[config.mk]
export PLATFORM = sky130hd
export DESIGN_NAME = sirv_qspi_byte_phy_flat
export DESIGN_NICKNAME = d
export VERILOG_FILES = /design/src/rtl/sirv_qspi_byte_phy_if.sv /design/src/rtl/sirv_qspi_byte_phy.sv /design/src/flat_wrapper.sv
export SDC_FILE = /design/constraint.sdc
export NUM_CORES = 1
export LEC_CHECK = 0
export ABC_AREA = 0
export ABC_CLOCK_PERIOD_IN_PS = 2560
export BUFFER_PORTS_ARGS = -buffer_cell sky130_fd_sc_hd__buf_2
export CAP_MARGIN = 10
export CORE_UTILIZATION = 55
export DETAILED_ROUTE_END_ITERATION = 10
export HOLD_SLACK_MARGIN = 0.06
export PLACE_DENSITY = 0.78
export SLEW_MARGIN = 0
export SYNTH_ARGS = -nofsm -noshare
export SYNTH_HDL_FRONTEND = slang
export SYNTH_SLANG_ARGS = --single-unit
[constraint.sdc]
create_clock -name clock -period 2.56 [get_ports clock]
set_input_delay 0.128 -clock clock [delete_from_list [all_inputs] [get_ports clock]]
set_output_delay 0.128 -clock clock [all_outputs]
set_load 0.01 [all_outputs]
[src/rtl/sirv_qspi_byte_phy_if.sv]
// Byte-operation, configuration and pad bundle between the QSPI frame logic and the byte PHY.
interface sirv_qspi_byte_phy_if #(
    parameter int DIV_W = 12
);
    logic [DIV_W-1:0] cfg_div;
    logic             cfg_cpol;
    logic [1:0]       cfg_proto;

    logic             op_valid;
    logic             op_ready;
    logic [7:0]       op_data;
    logic             op_dir;
    logic [1:0]       op_cs_id;
    logic             op_last;

    logic             rx_valid;
    logic [7:0]       rx_data;

    logic             sck;
    logic [3:0]       cs_n;
    logic [3:0]       dq_o;
    logic [3:0]       dq_oe;
    logic [3:0]       dq_i;

    modport master (
        output cfg_div, cfg_cpol, cfg_proto,
        output op_valid, op_data, op_dir, op_cs_id, op_last,
        input  op_ready, rx_valid, rx_data,
        input  sck, cs_n, dq_o, dq_oe,
        output dq_i
    );

    modport slave (
        input  cfg_div, cfg_cpol, cfg_proto,
        input  op_valid, op_data, op_dir, op_cs_id, op_last,
        output op_ready, rx_valid, rx_data,
        output sck, cs_n, dq_o, dq_oe,
        input  dq_i
    );
endinterface

[src/rtl/sirv_qspi_byte_phy.sv]
// QSPI byte engine: shifts one byte per operation in single/dual/quad mode (CPHA=0).
//   state    | meaning
//   IDLE     | waiting for an op; frame may still be open with CS held
//   SETUP    | first half-period of a fresh frame, first bits on dq, sck=cpol
//   SHIFT    | 2N half-periods, leading edge samples, trailing edge shifts
//   HOLD     | one half-period of CS hold after the last byte of a frame
module sirv_qspi_byte_phy #(
    parameter int DIV_W = 12
) (
    input  logic                   clock,
    input  logic                   reset,
    sirv_qspi_byte_phy_if.slave    bus
);
    typedef enum logic [1:0] {
        ST_IDLE  = 2'd0,
        ST_SETUP = 2'd1,
        ST_SHIFT = 2'd2,
        ST_HOLD  = 2'd3
    } state_t;

    state_t           state_q, state_d;
    logic [DIV_W-1:0] cnt_q, cnt_d;
    logic [DIV_W-1:0] div_q, div_d;
    logic [1:0]       proto_q, proto_d;
    logic             cpol_q, cpol_d;
    logic             dir_q, dir_d;
    logic             last_q, last_d;
    logic [7:0]       tx_q, tx_d;
    logic [7:0]       rx_sh_q, rx_sh_d;
    logic [7:0]       rx_data_q, rx_data_d;
    logic             rx_valid_q, rx_valid_d;
    logic [3:0]       edges_q, edges_d;
    logic             sck_q, sck_d;
    logic [3:0]       cs_n_q, cs_n_d;
    logic             frame_q, frame_d;
    logic             gap_q, gap_d;

    logic             tick;
    logic [DIV_W-1:0] cnt_adv;
    logic [1:0]       mode_in;
    logic             op_ready;
    logic             leading;
    logic [3:0]       dq_o_c;
    logic [3:0]       dq_oe_c;

    assign tick     = (cnt_q == div_q);
    assign cnt_adv  = tick ? '0 : cnt_q + DIV_W'(1);
    // Reserved protocol code 3 collapses onto single at latch time.
    assign mode_in  = (bus.cfg_proto == 2'd3) ? 2'd0 : bus.cfg_proto;
    // gap_q keeps ready low for one cycle after a byte or a frame close.
    assign op_ready = (state_q == ST_IDLE) && !gap_q;
    assign leading  = (sck_q == cpol_q);

    always_comb begin
        state_d    = state_q;
        cnt_d      = cnt_q;
        div_d      = div_q;
        proto_d    = proto_q;
        cpol_d     = cpol_q;
        dir_d      = dir_q;
        last_d     = last_q;
        tx_d       = tx_q;
        rx_sh_d    = rx_sh_q;
        rx_data_d  = rx_data_q;
        rx_valid_d = 1'b0;
        edges_d    = edges_q;
        sck_d      = sck_q;
        cs_n_d     = cs_n_q;
        frame_d    = frame_q;
        gap_d      = 1'b0;

        case (state_q)
            ST_IDLE: begin
                cnt_d = '0;
                if (!frame_q) begin
                    sck_d = bus.cfg_cpol;
                end
                if (bus.op_valid && op_ready) begin
                    div_d   = bus.cfg_div;
                    proto_d = mode_in;
                    cpol_d  = bus.cfg_cpol;
                    dir_d   = bus.op_dir;
                    last_d  = bus.op_last;
                    tx_d    = bus.op_data;
                    sck_d   = bus.cfg_cpol;
                    case (mode_in)
                        2'd1:    edges_d = 4'd7;
                        2'd2:    edges_d = 4'd3;
                        default: edges_d = 4'd15;
                    endcase
                    if (frame_q) begin
                        state_d = ST_SHIFT;
                    end else begin
                        cs_n_d  = ~(4'b0001 << bus.op_cs_id);
                        frame_d = 1'b1;
                        state_d = ST_SETUP;
                    end
                end
            end
            ST_SETUP: begin
                cnt_d = cnt_adv;
                if (tick) begin
                    state_d = ST_SHIFT;
                end
            end
            ST_SHIFT: begin
                cnt_d = cnt_adv;
                if (tick) begin
                    sck_d = ~sck_q;
                    if (leading) begin
                        case (proto_q)
                            2'd1:    rx_sh_d = {rx_sh_q[5:0], bus.dq_i[1:0]};
                            2'd2:    rx_sh_d = {rx_sh_q[3:0], bus.dq_i};
                            default: rx_sh_d = {rx_sh_q[6:0], bus.dq_i[1]};
                        endcase
                    end else begin
                        case (proto_q)
                            2'd1:    tx_d = {tx_q[5:0], 2'b00};
                            2'd2:    tx_d = {tx_q[3:0], 4'b0000};
                            default: tx_d = {tx_q[6:0], 1'b0};
                        endcase
                    end
                    if (edges_q == 4'd0) begin
                        rx_valid_d = 1'b1;
                        rx_data_d  = rx_sh_q;
                        gap_d      = !last_q;
                        state_d    = last_q ? ST_HOLD : ST_IDLE;
                    end else begin
                        edges_d = edges_q - 4'd1;
                    end
                end
            end
            ST_HOLD: begin
                cnt_d = cnt_adv;
                if (tick) begin
                    cs_n_d  = 4'hF;
                    frame_d = 1'b0;
                    gap_d   = 1'b1;
                    state_d = ST_IDLE;
                end
            end
            default: state_d = ST_IDLE;
        endcase
    end

    always_comb begin
        dq_o_c  = {3'b000, tx_q[7]};
        dq_oe_c = 4'b0000;
        case (proto_q)
            2'd1:    dq_o_c = {2'b00, tx_q[7:6]};
            2'd2:    dq_o_c = tx_q[7:4];
            default: dq_o_c = {3'b000, tx_q[7]};
        endcase
        if (frame_q) begin
            case (proto_q)
                2'd1:    dq_oe_c = {2'b00, {2{dir_q}}};
                2'd2:    dq_oe_c = {4{dir_q}};
                default: dq_oe_c = 4'b0001;
            endcase
        end
    end

    always_ff @(posedge clock) begin
        if (reset) begin
            state_q    <= ST_IDLE;
            cnt_q      <= '0;
            div_q      <= '0;
            proto_q    <= 2'd0;
            cpol_q     <= 1'b0;
            dir_q      <= 1'b0;
            last_q     <= 1'b0;
            tx_q       <= 8'h00;
            rx_sh_q    <= 8'h00;
            rx_data_q  <= 8'h00;
            rx_valid_q <= 1'b0;
            edges_q    <= 4'd0;
            sck_q      <= 1'b0;
            cs_n_q     <= 4'hF;
            frame_q    <= 1'b0;
            gap_q      <= 1'b0;
        end else begin
            state_q    <= state_d;
            cnt_q      <= cnt_d;
            div_q      <= div_d;
            proto_q    <= proto_d;
            cpol_q     <= cpol_d;
            dir_q      <= dir_d;
            last_q     <= last_d;
            tx_q       <= tx_d;
            rx_sh_q    <= rx_sh_d;
            rx_data_q  <= rx_data_d;
            rx_valid_q <= rx_valid_d;
            edges_q    <= edges_d;
            sck_q      <= sck_d;
            cs_n_q     <= cs_n_d;
            frame_q    <= frame_d;
            gap_q      <= gap_d;
        end
    end

    assign bus.op_ready = op_ready;
    assign bus.rx_valid = rx_valid_q;
    assign bus.rx_data  = rx_data_q;
    assign bus.sck      = sck_q;
    assign bus.cs_n     = cs_n_q;
    assign bus.dq_o     = dq_o_c;
    assign bus.dq_oe    = dq_oe_c;
endmodule

[src/flat_wrapper.sv]
// flat-port wrapper written by rule: the top's interface ports become plain ports
module sirv_qspi_byte_phy_flat 
#(
    parameter int DIV_W = 12
)
  (clock, reset, bus_cfg_div, bus_cfg_cpol, bus_cfg_proto, bus_op_valid, bus_op_data, bus_op_dir, bus_op_cs_id, bus_op_last, bus_op_ready, bus_rx_valid, bus_rx_data, bus_sck, bus_cs_n, bus_dq_o, bus_dq_oe, bus_dq_i);
  sirv_qspi_byte_phy_if #(.DIV_W(DIV_W)) bus_i ();
  input  logic clock;
  input  logic reset;
  input wire logic [$bits(bus_i.cfg_div)-1:0] bus_cfg_div;
  input wire logic [$bits(bus_i.cfg_cpol)-1:0] bus_cfg_cpol;
  input wire logic [$bits(bus_i.cfg_proto)-1:0] bus_cfg_proto;
  input wire logic [$bits(bus_i.op_valid)-1:0] bus_op_valid;
  input wire logic [$bits(bus_i.op_data)-1:0] bus_op_data;
  input wire logic [$bits(bus_i.op_dir)-1:0] bus_op_dir;
  input wire logic [$bits(bus_i.op_cs_id)-1:0] bus_op_cs_id;
  input wire logic [$bits(bus_i.op_last)-1:0] bus_op_last;
  output wire logic [$bits(bus_i.op_ready)-1:0] bus_op_ready;
  output wire logic [$bits(bus_i.rx_valid)-1:0] bus_rx_valid;
  output wire logic [$bits(bus_i.rx_data)-1:0] bus_rx_data;
  output wire logic [$bits(bus_i.sck)-1:0] bus_sck;
  output wire logic [$bits(bus_i.cs_n)-1:0] bus_cs_n;
  output wire logic [$bits(bus_i.dq_o)-1:0] bus_dq_o;
  output wire logic [$bits(bus_i.dq_oe)-1:0] bus_dq_oe;
  input wire logic [$bits(bus_i.dq_i)-1:0] bus_dq_i;
  assign bus_i.cfg_div = bus_cfg_div;
  assign bus_i.cfg_cpol = bus_cfg_cpol;
  assign bus_i.cfg_proto = bus_cfg_proto;
  assign bus_i.op_valid = bus_op_valid;
  assign bus_i.op_data = bus_op_data;
  assign bus_i.op_dir = bus_op_dir;
  assign bus_i.op_cs_id = bus_op_cs_id;
  assign bus_i.op_last = bus_op_last;
  assign bus_op_ready = bus_i.op_ready;
  assign bus_rx_valid = bus_i.rx_valid;
  assign bus_rx_data = bus_i.rx_data;
  assign bus_sck = bus_i.sck;
  assign bus_cs_n = bus_i.cs_n;
  assign bus_dq_o = bus_i.dq_o;
  assign bus_dq_oe = bus_i.dq_oe;
  assign bus_i.dq_i = bus_dq_i;
  sirv_qspi_byte_phy #(.DIV_W(DIV_W)) u_core (.clock(clock), .reset(reset), .bus(bus_i));
endmodule
# Word level (Yosys, flattened, before mapping)
# Cells that the tools add are included.
# W data, S select, Z words.
# op_classes
n_addsub	2
n_eq_ne	19
shifts	1
muxes	41
bitwise	4
n_reduce_logical	19
# op_table
operator	count
$pmux W8 S2	3
$pmux W4 S2	5
$mux W4	7
$mux W8	3
$pmux W12 S2	1
$mux W2	8
$add A12 B1 Y12 const B	1
$eq A12 B12 Y1	1
$mux W12	1
$reduce_and A3 Y1	4
$reduce_and A4 Y1	3
$eq A2 B2 Y1 const B	5
$mux W1	9
$ne A2 B1 Y1 const B	4
$ne A2 B2 Y1 const B	4
$pmux W2 S4	1
$eq A2 B1 Y1 const B	3
$pmux W1 S2	3
$reduce_or A3 Y1	2
$reduce_and A5 Y1	1
$logic_not A4 Y1	1
$not A4 Y4	1
$reduce_bool A2 Y1	2
$shl A1 B2 Y4 const A	1
8 further kinds	12
# word_totals
ff_bits	67
inputBits	34
output_inout_bits	23

# Depth between registers and ports, before layout
# logic_depth
word_depth	6
mapped_depth	8

# Worst setup path before layout
# OpenSTA, ideal clock, no wires.
# synth_timing
path_kind	register to register
startpoint	register u_core.cnt_q[9]
endpoint	register u_core.rx_sh_q[1]
t_arrival_ns	1.632
required_ns	2.432
slack_ns	0.801
path_stages_with_launch	6
n_path_buf	0
synth_period_minus_slack_ns	1.759
path_cell_list	dfxtp_1 -> xnor2_2 -> nand4_2 -> nor4_4 -> mux2i_1 -> nor2_1
# synth_via
elab_chain_len	2
# synth_rtl
item	line_no	source
from (decl)	sirv_qspi_byte_phy.sv:22	logic [DIV_W-1:0] cnt_q, cnt_d;
from (signal assigned)	sirv_qspi_byte_phy.sv:183	cnt_q <= cnt_d;
$eq A12 B12 Y1	sirv_qspi_byte_phy.sv:46	assign tick = (cnt_q == div_q);
$reduce_and A3 Y1 (no source line)	--	
to (signal assigned)	sirv_qspi_byte_phy.sv:190	rx_sh_q <= rx_sh_d;
to (decl)	sirv_qspi_byte_phy.sv:29	logic [7:0] rx_sh_q, rx_sh_d;
# No other way between the ends.
# A chain may end at the register's enable or synchronous reset.

# Worst setup path in the final report
# layout_timing
startpoint	register u_core.state_q[1]
endpoint	register u_core.tx_q[6]
# layout_via
elab_chain_len	5
# layout_rtl
item	line_no	source
from (decl)	sirv_qspi_byte_phy.sv:21	state_t state_q, state_d;
from (signal assigned)	sirv_qspi_byte_phy.sv:182	state_q <= state_d;
$logic_not A2 Y1	sirv_qspi_byte_phy.sv:51, sirv_qspi_byte_phy.sv:72	
$logic_and A1 B1 Y1	sirv_qspi_byte_phy.sv:51	assign op_ready = (state_q == ST_IDLE) && !gap_q;
$logic_and A1 B1 Y1	sirv_qspi_byte_phy.sv:78	if (bus.op_valid && op_ready) begin
$ne A2 B2 Y1 (no source line)	--	
$reduce_and A4 Y1 (no source line)	--	
to (signal assigned)	sirv_qspi_byte_phy.sv:189	tx_q <= tx_d;
to (decl)	sirv_qspi_byte_phy.sv:28	logic [7:0] tx_q, tx_d;
# Parallel ways exist; a longest one is shown, timed or not.

==> metrics.yaml <==
outcome:
  outcome: "complete, no violations"
finish:
  final_common_cell: "dfxtp_1"
  final_util_pct: 68.82
  stdcell_count: 541
  drive_gt1_share_pct: 20.17
  area_growth_pct: 19.61
  nets: 505
  final_area_sq_um: 4099
  final_cell_mix: "dfxtp_1, buf_2, nand2_1"
  insertedDiodeCount: 0
synth:
  synth_cell_types: 51
  syn_area_per_cell_sq_um: 8.611
  synth_seq_cells: 67
  yosysWarnings: 0
  ys_async_sr_fraction_pct: 0
  syn-num-nets: 440
  syn_inst: 398
  ys_seq_area_share_pct: 39.14
  synth_edf_count: 0
  syn_area_sq_um: 3427
  synthFlopType: "dfxtp_1"
clocking:
  cts_tree: "yes"
  clk_latency_ns: 0.34
  cts_sinks: 67
  ctsRootBufferMaster: "clkbuf_8"
  clk_pin_slew_ns: 0.07
  h-tree-depth: 3
  cts_max_path_buffers: 2
  post_cts_buffers: 0
  cts_buffers: 9
die:
  dieArea_sq_um: 6550
  core_area_sq_um: 5956
  die_w_microns: 80.94
  core.rowCount: 28
  die_h_microns: 80.94
  io_pins: 57
  start_util_pct: 57.54
sta:
  worst_pin_slew_ns: 0.6215
  drv_slew: 0
  finalSetupViolations: 0
  fin_crit_sh_pct: 82.59
  worst_slack_ns: 0.4457
  hold_violations: 0
  rsz0062_at_grt: "false"
  slew_headroom_pct: 58.13
  holdWs_ns: 0.1111
  tns_ns: 0
  final.setup_skew_ns: 0.007714
  timing.fmax_mhz: 473.0
  fin_crit_ns: 2.114
drt:
  first_iter_violations: 115
  drtAntennaViolNets: 0
  dr.pass1.iters: 6
  post_drt_via_cell_ratio: 5.721
  vias: 3095
  drt_wl_total_microns: 7860
  wire_per_inst_microns: 14.53
  route.detailed.drc: 0
setup_path:
  arrival_ns: 2.30
  reg2reg_slack_ns: 0.45
  timing.rr.end: "u_core.tx_q[6]"
  regToRegStartpoint: "u_core.state_q[1]"
  worst_setup_path_end_kind: "flop"
  cp_slowest_cell: "or4b_1"
  crit_chain: "or4b_1, buf_4, o21ai_0, a211oi_1"
  crit_type: "flop to flop"
  required_ns: 2.75
  r2r_cells: 4
  critPathLaunchType: "flop"
  cp_top_family: "simple AND/OR/NAND/NOR gates"
  worst-path-max-fanout: 16
  worst-path-buf-inv: 1
  critical_path.max_stage_delay_ns: 0.81
pwr:
  combPwrFrac_pct: 23.7
  ir_drop_mv: 0.4231
  pwr-share-seq_pct: 46.5
  cellInternalPower_mw: 1.766
  power_leakage_nw: 1.546
  power.density_nw_per_um2: 632.4
  p_switching_mw: 0.8265
  power_frac_clock_pct: 29.8
  swShare_pct: 31.89
  power_mw: 2.592
min_path:
  hold_path_end: "u_core.tx_q[1]"
  hp-start: "bus_op_data[1]"
  holdPathStages: 3
  hold_path_class: "input pin to flop"
placed_design:
  portBuffers: 56
  dp.cells: 509
  gp_congestion: 0.8156
  dp_hpwl_microns: 5323
  preCtsSetupSlack_ns: 0.4603
  dpl_cell_area_sq_um: 3751
global_route:
  grt_pass1_vias: 2903
  grt_max_degree: 32
  grt.overflow.total: 0
  grt_pass1_wl_microns: 12850
  grtUsageTotal_pct: 25.61
  antenna_found_initial: 0
flow_run:
  cap_violations: 0
==> state kept, by name, summed over array words and instances, names as in the netlist <==
signal	count
u_core.state_q	2
u_core.last_q	1
u_core.cnt_q	12
u_core.frame_q	1
u_core.cpol_q	1
u_core.gap_q	1
u_core.bus.sck	1
u_core.rx_sh_q	8
u_core.proto_q	2
u_core.edges_q	4
u_core.dir_q	1
u_core.tx_q	8
u_core.bus.rx_valid	1
u_core.div_q	12
u_core.bus.cs_n	4
u_core.bus.rx_data	8
==> worst reg2reg max path: stages (launching register included) <==
cell      delay [ns]
dfxtp_1         0.43
or4b_1          0.81
buf_4           0.30
o21ai_0         0.26
a211oi_1        0.15
==> cells by family after synthesis <==
kind of cell / share of synthesized area [%]
buf+inv: 4.308
simple gates: 24.79
xor+xnor: 7.849
flops: 39.14
fa+ha+maj: 2.921
mux: 4.965
compound gates: 16.03
==> worst max-delay path by stage <==
stage / startpoint / end / slack [ns] / cells past startpoint
floorplan: u_core.cnt_q[9] / u_core.rx_sh_q[1] / 0.80 / 5
detailed placement: u_core.state_q[1] / u_core.tx_q[5] / 0.46 / 4
global placement: u_core.state_q[1] / u_core.tx_q[5] / 0.51 / 4
CTS: u_core.state_q[1] / u_core.tx_q[6] / 0.46 / 4
global route: u_core.state_q[1] / u_core.bus.sck / 0.28 / 5
finish: u_core.state_q[1] / u_core.tx_q[6] / 0.45 / 4
==> area by class of cell <==
type / count / area (sq um)
multi-input combinational: 293 / 1938
fill: 478 / 1857
sequential: 67 / 1341
timing repair buffer: 82 / 520.5
clock buffer: 12 / 155.1
tap: 75 / 93.84
inverter: 10 / 37.54
clock inverter: 2 / 12.51
==> power groups by stage <==
| stage | combinational [mW] | clock, mW | sequential, mW |
|---|---|---|---|
| after floorplan | 0.454 | 0 | 1.20 |
| after global placement | 0.568 | 0 | 1.22 |
| after detailed placement | 0.590 | 0 | 1.23 |
| after CTS | 0.611 | 0.788 | 1.20 |
| after global routing | 0.681 | 0.822 | 1.22 |
| final | 0.613 | 0.773 | 1.21 |
==> synthesized netlist by cell type (9+ instances only) <==
master / count / area share [%]
a21oi_1: 27 / 3.9
and3_1: 9 / 1.6
clkbuf_1: 26 / 2.8
dfxtp_1: 67 / 39
inv_1: 10 / 1.1
mux2i_1: 17 / 5.0
nand2_1: 52 / 5.7
nor2_1: 38 / 4.2
nor3_1: 14 / 2.0
o21ai_0: 14 / 2.0
xnor2_1: 10 / 2.6
xnor2_2: 9 / 4.3
==> routing by layer <==
layer / vias up / part of all wire (%) / global-route usage [%]
li1: 1544 / - / -
met1: 1459 / 44 / 29.96
met2: 77 / 50 / 44.45
met3: 15 / 3.9 / 5.169
met4: 0 / 2.0 / 12.32
met5: - / 0 / 0
==> repair_timing <==
item / in CTS / in global routing
hold buffers: 18 / 0
resized for setup: 0 / 0
hold endpoints to repair: 20 / 0
(Power assumes the default switching activity.)
